File: config.mk
export PLATFORM = sky130hd
export DESIGN_NAME = demux_stream_n_flat
export DESIGN_NICKNAME = d
export VERILOG_FILES = /design/src/rtl/demux_pkg.sv /design/src/rtl/demux_stream_n_if.sv /design/src/rtl/demux_stream_n_slot.sv /design/src/rtl/demux_stream_n.sv /design/src/flat_wrapper.sv
export SDC_FILE = /design/constraint.sdc
export NUM_CORES = 1
export LEC_CHECK = 0
export CAP_MARGIN = 20
export CORE_MARGIN = 3
export CORE_UTILIZATION = 45
export DETAILED_ROUTE_END_ITERATION = 8
export PLACE_DENSITY = 0.77
export SYNTH_ARGS = -nofsm -noshare
export SYNTH_HDL_FRONTEND = slang
export SYNTH_HIERARCHICAL = 1
export SYNTH_SLANG_ARGS = --single-unit
File: constraint.sdc
create_clock -name clk -period 2.6 [get_ports clk]
set_input_delay 0.65 -clock clk [delete_from_list [all_inputs] [get_ports clk]]
set_output_delay 0.65 -clock clk [all_outputs]
set_load 0.01 [all_outputs]
File: src/rtl/demux_pkg.sv
// Shared constants for the registered 1-to-N stream demultiplexer.
package demux_pkg;
  localparam int DW_DEF = 8;
  localparam int N_DEF  = 8;

  localparam logic MODE_ADDR = 1'b0;
  localparam logic MODE_RR   = 1'b1;

  localparam int ERR_W = 8;
endpackage

File: src/rtl/demux_stream_n_if.sv
// Producer/consumer bundle of the demultiplexer; the block itself takes the slave view.
interface demux_stream_n_if
  import demux_pkg::*;
#(
  parameter int DW = DW_DEF,
  parameter int N  = N_DEF
);
  localparam int SELW = $clog2(N);

  logic                 mode;
  logic                 in_valid;
  logic                 in_ready;
  logic [DW-1:0]        in_data;
  logic [SELW-1:0]      in_sel;
  logic [N-1:0]         out_valid;
  logic [N-1:0]         out_ready;
  logic [N*DW-1:0]      out_data;
  logic [SELW-1:0]      rr_ptr;
  logic [ERR_W-1:0]     err_cnt;

  modport slave (
    input  mode, in_valid, in_data, in_sel, out_ready,
    output in_ready, out_valid, out_data, rr_ptr, err_cnt
  );

  modport master (
    output mode, in_valid, in_data, in_sel, out_ready,
    input  in_ready, out_valid, out_data, rr_ptr, err_cnt
  );
endinterface

File: src/rtl/demux_stream_n_slot.sv
// One-entry holding register for a single output channel.
module demux_slot #(
  parameter int DW = 8
) (
  input  logic          clk,
  input  logic          rst,
  input  logic          load,
  input  logic          drain,
  input  logic [DW-1:0] din,
  output logic          valid,
  output logic [DW-1:0] data,
  output logic          free
);
  // Free also when the consumer takes the current beat this cycle.
  assign free = !valid || drain;

  always_ff @(posedge clk or posedge rst) begin
    if (rst) begin
      valid <= 1'b0;
      data  <= '0;
    end else if (load) begin
      valid <= 1'b1;
      data  <= din;
    end else if (valid && drain) begin
      valid <= 1'b0;
    end
  end
endmodule

File: src/rtl/demux_stream_n.sv
// Registered 1-to-N stream demux: addressed or round-robin routing into per-channel holding slots.
module demux_stream_n
  import demux_pkg::*;
#(
  parameter int DW = DW_DEF,
  parameter int N  = N_DEF,
  localparam int SELW = $clog2(N)
) (
  input logic             clk,
  input logic             rst,
  demux_stream_n_if.slave bus
);
  logic [SELW-1:0]         tgt;
  logic [SELW-1:0]         rr_q;
  logic [ERR_W-1:0]        err_q;
  logic                    in_range;
  logic                    ready_c;
  logic                    accept;
  logic [N-1:0]            free_vec;
  logic [N-1:0]            load_vec;
  logic [(1<<SELW)-1:0]    free_pad;
  logic                    slot_valid [N];
  logic [DW-1:0]           slot_data  [N];

  always_comb begin
    tgt = (bus.mode == MODE_RR) ? rr_q : bus.in_sel;
  end

  // Only a non-power-of-two N leaves select codes with no channel behind them.
  generate
    if ((1 << SELW) == N) begin : g_full
      assign in_range = 1'b1;
    end else begin : g_part
      assign in_range = (tgt <= SELW'(N - 1));
    end
  endgenerate

  always_comb begin
    free_pad = '0;
    free_pad[N-1:0] = free_vec;
  end

  assign ready_c      = !in_range || free_pad[tgt];
  assign bus.in_ready = ready_c;
  assign accept       = bus.in_valid && ready_c;

  always_comb begin
    load_vec = '0;
    for (int k = 0; k < N; k++) begin
      load_vec[k] = accept && in_range && (tgt == SELW'(k));
    end
  end

  generate
    for (genvar k = 0; k < N; k++) begin : g_slot
      demux_slot #(.DW(DW)) u_slot (
        .clk   (clk),
        .rst   (rst),
        .load  (load_vec[k]),
        .drain (bus.out_ready[k]),
        .din   (bus.in_data),
        .valid (slot_valid[k]),
        .data  (slot_data[k]),
        .free  (free_vec[k])
      );
    end
  endgenerate

  always_comb begin
    bus.out_valid = '0;
    bus.out_data  = '0;
    for (int k = 0; k < N; k++) begin
      bus.out_valid[k]         = slot_valid[k];
      bus.out_data[k*DW +: DW] = slot_data[k];
    end
  end

  always_ff @(posedge clk or posedge rst) begin
    if (rst) begin
      rr_q  <= '0;
      err_q <= '0;
    end else begin
      if (accept && bus.mode == MODE_RR) begin
        rr_q <= (rr_q == SELW'(N - 1)) ? '0 : rr_q + 1'b1;
      end
      if (accept && !in_range && err_q != '1) begin
        err_q <= err_q + 1'b1;
      end
    end
  end

  assign bus.rr_ptr  = rr_q;
  assign bus.err_cnt = err_q;
endmodule

File: src/flat_wrapper.sv
// flat-port wrapper written by rule: the top's interface ports become plain ports
module demux_stream_n_flat import demux_pkg::*;
#(
  parameter int DW = DW_DEF,
  parameter int N  = N_DEF,
  localparam int SELW = $clog2(N)
)
  (clk, rst, bus_mode, bus_in_valid, bus_in_data, bus_in_sel, bus_out_ready, bus_in_ready, bus_out_valid, bus_out_data, bus_rr_ptr, bus_err_cnt);
  demux_stream_n_if #(.DW(DW), .N(N)) bus_i ();
  input logic clk;
  input logic rst;
  input wire logic [$bits(bus_i.mode)-1:0] bus_mode;
  input wire logic [$bits(bus_i.in_valid)-1:0] bus_in_valid;
  input wire logic [$bits(bus_i.in_data)-1:0] bus_in_data;
  input wire logic [$bits(bus_i.in_sel)-1:0] bus_in_sel;
  input wire logic [$bits(bus_i.out_ready)-1:0] bus_out_ready;
  output wire logic [$bits(bus_i.in_ready)-1:0] bus_in_ready;
  output wire logic [$bits(bus_i.out_valid)-1:0] bus_out_valid;
  output wire logic [$bits(bus_i.out_data)-1:0] bus_out_data;
  output wire logic [$bits(bus_i.rr_ptr)-1:0] bus_rr_ptr;
  output wire logic [$bits(bus_i.err_cnt)-1:0] bus_err_cnt;
  assign bus_i.mode = bus_mode;
  assign bus_i.in_valid = bus_in_valid;
  assign bus_i.in_data = bus_in_data;
  assign bus_i.in_sel = bus_in_sel;
  assign bus_i.out_ready = bus_out_ready;
  assign bus_in_ready = bus_i.in_ready;
  assign bus_out_valid = bus_i.out_valid;
  assign bus_out_data = bus_i.out_data;
  assign bus_rr_ptr = bus_i.rr_ptr;
  assign bus_err_cnt = bus_i.err_cnt;
  demux_stream_n #(.DW(DW), .N(N)) u_core (.clk(clk), .rst(rst), .bus(bus_i));
endmodule
* Word level (Yosys, flattened, before mapping) *
Cells that the tools add are included.

word-level totals
  input bits = 23
  bits in registers = 75
  word-level logic and storage cells = 90

cells by class
  equality and inequality tests = 8
  $add $sub $neg = 1
  muxes and demuxes = 20
  $lt $le $gt $ge = 1
  reductions and logical operators = 43

operator list
  operator                                                                number
  1-bit logical AND                                                       18
  1-bit 2-to-1 mux                                                        17
  2-bit nonzero test                                                      8
  3-bit equality test (second input constant)                             5
  1-bit zero test                                                         8
  1-bit logical OR                                                        8
  3-bit by 2-bit equality test with 1-bit output (second input constant)  2
  3-bit 2-to-1 mux                                                        2
  3-bit by 4-bit < comparator with 1-bit output (second input constant)   1
  3-bit by 1-bit adder with 3-bit output (second input constant)          1
  1-bit binary-select mux with 3-bit select                               1
  3-bit by 1-bit equality test with 1-bit output (second input constant)  1
  3-bit zero test                                                         1

* Depth between registers and ports, before layout *
Gate-level depths: netlist of run 1.

  depth after elaboration = 7
  mapped depth = 9
  depth with buffers taken out = 7

* Cells and area by module *
The synthesis of run 1 kept the hierarchy.

modules (own cells, without submodules)
  module          times used  cells an instance  area each (um^2)
  demux_slot      8           21                 372.9
  demux_stream_n  1           70                 556.8

* Least setup slack after synthesis of run 1 *
Ideal clock, no wire load.

  kind = input-to-reg
  start point = input bus_mode
  end point = register u_core.g_slot[3].u_slot.data[0]
  stages = 9
  arrival = 2288 ps
  buffers on the path = 3
  path slack = 187 ps
  data required time = 2475 ps
  path through = buf_6 -> buf_6 -> and3b_1 -> o21bai_1 -> nand4_1 -> or3b_4 -> nor2_1 -> buf_6 -> mux2_4

between the ends
  word-level cells in the longest chain between the ends = 5
  elaborated cells between the ends (all ways) = 6
  those cells by class = eq/ne: 1; mux: 3; reduce/logical: 2

ends and longest elaborated chain
  element                                    line                       RTL
  from (decl)                                flat_wrapper.sv:12         input wire logic [$bits(bus_i.mode)-1:0] bus_mode;
  3-bit 2-to-1 mux (*)                       demux_stream_n.sv:26       tgt = (bus.mode == MODE_RR) ? rr_q : bus.in_sel;
  1-bit binary-select mux with 3-bit select  demux_stream_n.sv:43       assign ready_c = !in_range || free_pad[tgt];
  1-bit 2-to-1 mux (implied by the code)     demux_stream_n.sv:43
  1-bit logical AND                          demux_stream_n.sv:45       assign accept = bus.in_valid && ready_c;
  1-bit logical AND (*)                      demux_stream_n.sv:50       load_vec[k] = accept && in_range && (tgt == SELW'(k));
  named net u_core.load_vec[3]               demux_stream_n.sv:20       logic [N-1:0] load_vec;
  to (signal assigned)                       demux_stream_n_slot.sv:23  data <= din;
  to (decl)                                  demux_stream_n_slot.sv:11  output logic [DW-1:0] data,

Mark *: on every way through the listed nets, which the timed path passes. The rest lies on a longest branch. The select of a mux whose other input is x is not followed.
A chain may end at the register's enable or synchronous reset.

* Worst setup path in the final report of run 1 *
  start point = input bus_out_ready[2]
  end point = output bus_in_ready

between the ends
  word-level cells in the longest chain between the ends = 3

ends and longest elaborated chain
  element                                    line                       RTL
  from (decl)                                flat_wrapper.sv:16         input wire logic [$bits(bus_i.out_ready)-1:0] bus_out_ready;
  1-bit logical OR                           demux_stream_n_slot.sv:15  assign free = !valid || drain;
  named net u_core.free_pad[2]               demux_stream_n.sv:21       logic [(1<<SELW)-1:0] free_pad;
  1-bit binary-select mux with 3-bit select  demux_stream_n.sv:43
  1-bit 2-to-1 mux (implied by the code)     demux_stream_n.sv:43
  to (decl)                                  flat_wrapper.sv:17         output wire logic [$bits(bus_i.in_ready)-1:0] bus_in_ready;

The timed path passes the listed nets, and every way through them passes these cells. The select of a mux whose other input is x is not followed.

==> flow_metrics.env, run 1 <==
export IMPL_synthSimpleGateAreaFrac_pct=7.92
export IMPL_fin_crit_ps=2540
export IMPL_swShare_pct=30.6
export IMPL_setup_viol=0
export IMPL_routed_wl_um=8820
export IMPL_clk_latency_ps=340
export IMPL_synthAdderAreaFrac_pct=0.707
export IMPL_std_cell_rows=31
export IMPL_start_kind="input port"
export IMPL_gr_total_overflow=0
export IMPL_synthXorXnorAreaFrac_pct=0
export IMPL_p_sw_w=0.00164
export IMPL_drcViolationCount=0
export IMPL_first_iter_violations=102
export IMPL_cts_tree="built"
export IMPL_synth_edf_count=0
export IMPL_crit_type="input port to output port"
export IMPL_drive_gt1_share_pct=38.2
export IMPL_synth_seq_area_share_pct=53.0
export IMPL_outcome="completed"
export IMPL_worst_clock_skew_ps=6.89
export IMPL_synth_top_cell_by_area="dfrtp_1"
export IMPL_synth_seq_cells=75
export IMPL_clock_sinks=75
export IMPL_synth_top_cell_area_share_pct=53.0
export IMPL_cp_buffers_inverters=3
export IMPL_cts_buffers=9
export IMPL_critical_path_top_delay_family="buffers and inverters"
export IMPL_synth_mux_area_share_pct=29.2
export IMPL_ir_worst_vdd_uv=524
export IMPL_p_int_w=0.00373
export IMPL_fin_crit_sh_pct=97.5
export IMPL_pwr_density_cell_nw_per_um2=1060
export IMPL_root_buffer="clkbuf_8"
export IMPL_ant_nets=0
export IMPL_dieHeight_um=94.7
export IMPL_dp_cells=443
export IMPL_io_pins=107
export IMPL_htree_levels=3
export IMPL_gp_congestion=0.868
export IMPL_slew_viol_final=0
export IMPL_antenna_found_initial=1
export IMPL_synthesis_area_sq_um=3540
export IMPL_p_leak_nw=2.40
export IMPL_drv_cap=0
export IMPL_layout_nets=392
export IMPL_viasPerCell=4.97
export IMPL_num_vias=2344
export IMPL_grt_pass1_wl_um=13300
export IMPL_end_kind="output port"
export IMPL_ys_warn_count=6
export IMPL_synth_compound_area_share_pct=2.33
export IMPL_clockBufferDepth=2
export IMPL_hold_slack_ps=513
export IMPL_tightest_slew_ps=535
export IMPL_start_util_pct=47.5
export IMPL_syn_area_per_cell_sq_um=14.9
export IMPL_area_growth_pct=43.1
export IMPL_grt_max_degree=14
export IMPL_coreArea_sq_um=7450
export IMPL_clkPwrFrac_pct=14.1
export IMPL_synth_top_family_by_area="multiplexers"
export IMPL_final_cell_area_sq_um=5060
export IMPL_cp_max_fo=2
export IMPL_cp_slowest_cell="clkdlybuf4s50_1"
export IMPL_synthTopCellsByArea="dfrtp_1 (53%), mux2_4 (27%), buf_6 (3.2%), nand2b_1 (3.0%), buf_4 (1.9%)"
export IMPL_p_seq_share_pct=38.7
export IMPL_grt_pass1_vias=2513
export IMPL_die_w_um=94.7
export IMPL_first_pass_iters=4
export IMPL_synth_distinct_cells=35
export IMPL_crit_required_ps=1950
export IMPL_hold_viol_final=0
export IMPL_min_path_type="register to register"
export IMPL_avgRoutedWirePerCell_um=18.7
export IMPL_power_frac_comb_pct=47.2
export IMPL_syn_inst=238
export IMPL_synth_common_cells="dfrtp_1 (75), mux2_4 (64), nand2b_1 (17)"
export IMPL_grt_usage_pct=19.9
export IMPL_place_area_sq_um=4640
export IMPL_synthArstFlopShare_pct=100
export IMPL_die_area_sq_um=8970
export IMPL_worstPathCellList="clkdlybuf4s50_1 -> nand2b_1 -> o21bai_1 -> nand4_1 -> buf_4 -> nand2_1 -> buf_2"
export IMPL_arrival_ps=1890
export IMPL_fmax_mhz=394
export IMPL_yosysMostFrequentCell="dfrtp_1"
export IMPL_max_stage_delay_ps=450
export IMPL_ctsHoldBuffers=0
export IMPL_max_slew_margin_pct=64.2
export IMPL_synth_main_ff_cell="dfrtp_1"
export IMPL_dpl_hpwl_um=5880
export IMPL_instances_no_fill=472
export IMPL_io_buffers=98
export IMPL_cts_clk_slew_worst_paths_ps=80
-- metrics by stage --
stage / TNS [ps] / total power, W / utilization (%) / setup slack (ps)
final: 0 / 0.00537 / 68.0 / 64.3
after global routing: -14.9 / 0.00566 / 68.0 / -14.9
after CTS: -36.8 / 0.00538 / 67.1 / -19.9
after detailed placement: -35390 / 0.00453 / 62.3 / -561
after global placement: -33840 / 0.00448 / 62.3 / -554
after floorplan: 0 / 0.00322 / - / 187
-- logic make-up after synthesis --
group / Yosys count
buffers and inverters: 34
AOI/OAI and AO/OA: 9
and+or+nand+nor: 46
DFF: 75
muxes: 71
adders and majority gates: 2
other: 1
-- metal layers --
layer / routed length [um] / up-vias / global-route usage (%)
met3: 632 / 6 / 5.10
met1: 3860 / 1175 / 26.8
li1: - / 1054 / -
met2: 4270 / 109 / 32.1
met5: 0 / - / 0
met4: 57 / 0 / 5.53
-- layout make-up --
class / count / area (sq um)
diodes: 1 / 2.50
clock buffers: 9 / 124
clock inverters: 7 / 45.0
fillers: 547 / 2380
inverters: 14 / 52.6
multi-input cells: 136 / 1580
flip-flops and latches: 75 / 1880
well taps: 99 / 124
repair buffers: 131 / 1260
-- worst paths after layout --
check                                                            start                                           to  slack, ps  cells past startpoint
setup reg to reg                      u_core/bus.rr_ptr[1]$_DFFE_PP0P_  u_core/g_slot[5].u_slot/data[7]$_DFFE_PP0P_        140                      8
min in group asynchronous                                          rst             u_core/bus.rr_ptr[0]$_DFFE_PP0P_        870                      2
hold reg to reg            u_core/g_slot[2].u_slot/data[6]$_DFFE_PP0P_  u_core/g_slot[2].u_slot/data[6]$_DFFE_PP0P_        510                      1
max in group asynchronous                                          rst  u_core/g_slot[5].u_slot/data[4]$_DFFE_PP0P_       1330                      2
hold / removal             u_core/g_slot[2].u_slot/data[6]$_DFFE_PP0P_  u_core/g_slot[2].u_slot/data[6]$_DFFE_PP0P_        510                      1
setup / recovery                                      bus_out_ready[2]                                 bus_in_ready         60                      7
-- repair_timing --
| item | CTS | global route |
|---|---|---|
| cloned | 5 | 2 |
| buffers inserted | 3 | 2 |
| gates resized for setup | 42 | 17 |
| endpoints found under the setup margin | 65 | 65 |
| pin swaps | 6 | 11 |
-- flip-flops by register name (all words and copies together), names as in the netlist --
signal / cells
u_core/g_slot.u_slot/data: 64
u_core/g_slot.u_slot/valid: 8
u_core/bus.rr_ptr: 3
-- power groups by stage --
stage | clock network (W) | logic [W] | registers (W)
CTS | 0.000777 | 0.00253 | 0.00207
finish | 0.000758 | 0.00253 | 0.00208
floorplan | 0 | 0.000994 | 0.00223
detailed placement | 0 | 0.00247 | 0.00205
global placement | 0 | 0.00242 | 0.00206
global route | 0.000828 | 0.00269 | 0.00215
-- placed cells by master (no fill, tap or decap), types with 2 or more instances in the layout --
cell,Yosys,final
buf_6,10,10
mux2i_1,5,5
mux2_2,2,2
nand2b_1,17,10
buf_2,1,3
clkbuf_8,0,9
nand3_1,2,2
nor2_1,11,4
conb_1,1,8
dlygate4sd2_1,0,5
nand4_1,2,2
clkinvlp_4,0,4
ha_1,2,2
clkdlybuf4s50_1,0,86
buf_4,9,21
dlymetal6s2s_1,0,5
nor2_2,0,2
inv_1,14,14
mux2_4,64,64
nand2_1,2,2
nand2b_4,0,7
nor3_1,2,2
nor2_4,0,5
clkinv_2,0,3
dfrtp_1,75,74
Note: power is estimated with default switching activity, not from simulation.
==> run 2: changes to the inputs <==
--- a/config.mk
+++ b/config.mk
@@ -9,7 +9,7 @@
 export CORE_MARGIN = 3
 export CORE_UTILIZATION = 45
 export DETAILED_ROUTE_END_ITERATION = 8
-export PLACE_DENSITY = 0.77
+export DONT_BUFFER_PORTS = 1
 export SYNTH_ARGS = -nofsm -noshare
 export SYNTH_HDL_FRONTEND = slang
 export SYNTH_HIERARCHICAL = 1
==> run 2 against run 1 <==
Effect of this change:
- total power shrank 18%
- via count shrank 20%
- sequential power grew 15%
- clock power grew 28%
- highest routed layer unchanged
- routed wire length shrank 13%
- first-iteration DRC count grew 9.8%
- hold slack lost 450 ps
==> flow_metrics.env, run 2 (same netlist as run 1, synthesis figures left out) <==
export IMPL_grt_pass1_vias=1915
export IMPL_fmax_mhz=410
export IMPL_crit_type="register to output port"
export IMPL_fin_crit_ps=2440
export IMPL_rr_startpoint="u_core/bus.rr_ptr[0]$_DFFE_PP0P_"
export IMPL_worstReg2RegEnd="u_core/g_slot[4].u_slot/data[5]$_DFFE_PP0P_"
export IMPL_grt_usage_pct=17.6
export IMPL_p_leak_nw=1.84
export IMPL_ir_worst_vdd_uv=475
export IMPL_setup_viol=0
export IMPL_end_kind="output port"
export IMPL_start_util_pct=47.5
export IMPL_first_pass_iters=4
export IMPL_io_buffers=0
export IMPL_routed_wl_um=7720
export IMPL_largest_register="u_core/g_slot.u_slot/data"
export IMPL_ctsHoldBuffers=0
export IMPL_cp_max_fo=12
export IMPL_gr_total_overflow=0
export IMPL_largest_reg_flops=64
export IMPL_coreArea_sq_um=7450
export IMPL_outcome="completed"
export IMPL_dpl_hpwl_um=5430
export IMPL_m1WireLength_um=3390
export IMPL_grt_setup_unrepaired="no"
export IMPL_cts_clk_slew_worst_paths_ps=70
export IMPL_fill_cells=635
export IMPL_std_cell_rows=31
export IMPL_start_kind="register"
export IMPL_cts_tree="built"
export IMPL_clockBufferDepth=2
export IMPL_clk_latency_ps=340
export IMPL_die_w_um=94.7
export IMPL_crit_end="bus_in_ready"
export IMPL_ant_nets=0
export IMPL_tns_ps=0
export IMPL_wl_met2_um=3530
export IMPL_drv_cap=0
export IMPL_rrSetupSlack_ps=270
export IMPL_worst_clock_skew_ps=6.89
export IMPL_dieHeight_um=94.7
export IMPL_pwr_density_cell_nw_per_um2=1160
export IMPL_top_layer="met4"
export IMPL_avgRoutedWirePerCell_um=22.0
export IMPL_grt_max_degree=17
export IMPL_gp_congestion=0.853
export IMPL_die_area_sq_um=8970
export IMPL_hold_slack_ps=67.8
export IMPL_arrival_ps=1790
export IMPL_clock_sinks=75
export IMPL_drcViolationCount=0
export IMPL_final_cell_mix="dfrtp_1 (75), mux2_4 (64), nand2b_1 (17)"
export IMPL_hold_viol_final=0
export IMPL_area_growth_pct=7.64
export IMPL_crit_required_ps=1950
export IMPL_dp_cells=336
export IMPL_total_power_w=0.00442
export IMPL_cts_setup_buffers=0
export IMPL_crit_path_start="u_core/bus.rr_ptr[0]$_DFFE_PP0P_"
export IMPL_antenna_found_initial=0
export IMPL_viasPerCell=5.33
export IMPL_first_iter_violations=112
export IMPL_diodes=0
export IMPL_num_vias=1872
export IMPL_grt_pass1_wl_um=11400
export IMPL_fin_crit_sh_pct=93.7
export IMPL_instances_no_fill=351
export IMPL_slew_viol_final=0
export IMPL_min_path_type="input port to async pin"
export IMPL_rr_worst_depth=7
export IMPL_drive_gt1_share_pct=39.7
export IMPL_htree_levels=3
export IMPL_io_pins=107
export IMPL_final_common_cell="dfrtp_1"
export IMPL_cts_buffers=9
export IMPL_wl_met3_um=705
export IMPL_layout_nets=273
export IMPL_cts_resized=0
export IMPL_root_buffer="clkbuf_8"
==> run 2: cell types whose count changed in the layout (fill, tap and decap cells not counted), sizes merged <==
cell / previous run / this run
clkdlybuf4s50: 86 / 0
buf: 34 / 12
dlygate4sd2: 5 / 0
dlymetal6s2s: 5 / 0
clkinvlp: 4 / 1
bufinv: 0 / 2
clkinv: 3 / 2
diode: 1 / 0
==> run 2: layout make-up <==
cell class / count / area [sq um] / share of cell area (%)
tap: 99 / 124 / 3.25
sequential: 75 / 1880 / 49.3
clock buffer: 10 / 138 / 3.61
inverter: 14 / 52.6 / 1.38
clock inverter: 5 / 77.6 / 2.04
timing repair buffer: 12 / 90.1 / 2.36
multi-input combinational: 136 / 1450 / 38.1
==> run 2: worst min-delay path by stage <==
stage	start	end	slack (ps)	depth (start not counted)
3_5_place_dp	rst	u_core/bus.rr_ptr[0]$_DFFE_PP0P_	420	1
3_3_place_gp	rst	u_core/bus.rr_ptr[0]$_DFFE_PP0P_	420	1
4_1_cts	rst	u_core/bus.rr_ptr[1]$_DFFE_PP0P_	50	1
2_1_floorplan	rst	u_core/bus.rr_ptr[0]$_DFFE_PP0P_	400	1
6_report	rst	u_core/bus.rr_ptr[1]$_DFFE_PP0P_	70	1
5_1_grt	rst	u_core/bus.rr_ptr[1]$_DFFE_PP0P_	50	1
==> run 2: worst max-delay path, stage by stage (launching register included) <==
cell       delay, ps
dfrtp_1          590
nor4bb_1         130
nor4_2           300
o2111ai_2        150
buf_4            170
nand2_1          120
==> run 2: layer usage <==
| layer | vias to the layer above | track usage, % |
|---|---|---|
| met5 | - | 0 |
| met2 | 95 | 24.9 |
| met1 | 953 | 23.9 |
| met4 | 0 | 6.13 |
| li1 | 815 | - |
| met3 | 9 | 7.65 |
==> run 2: power breakdown <==
group,internal [W],switching (W)
Combinational,0.000768,0.000295
Sequential,0.00169,0.000701
Clock,0.000558,0.000413
==> run 2: per-stage QoR <==
| stage | utilization (%) | cell area [sq um] | setup WS [ps] |
|---|---|---|---|
| 2_1_floorplan | - | 3570 | 187 |
| 3_3_place_gp | 48.3 | 3590 | 47.9 |
| 3_5_place_dp | 48.3 | 3590 | 60.7 |
| 4_1_cts | 51.2 | 3810 | 129 |
| 5_1_grt | 51.2 | 3810 | 28.8 |
| 6_report | 51.2 | 3810 | 164 |
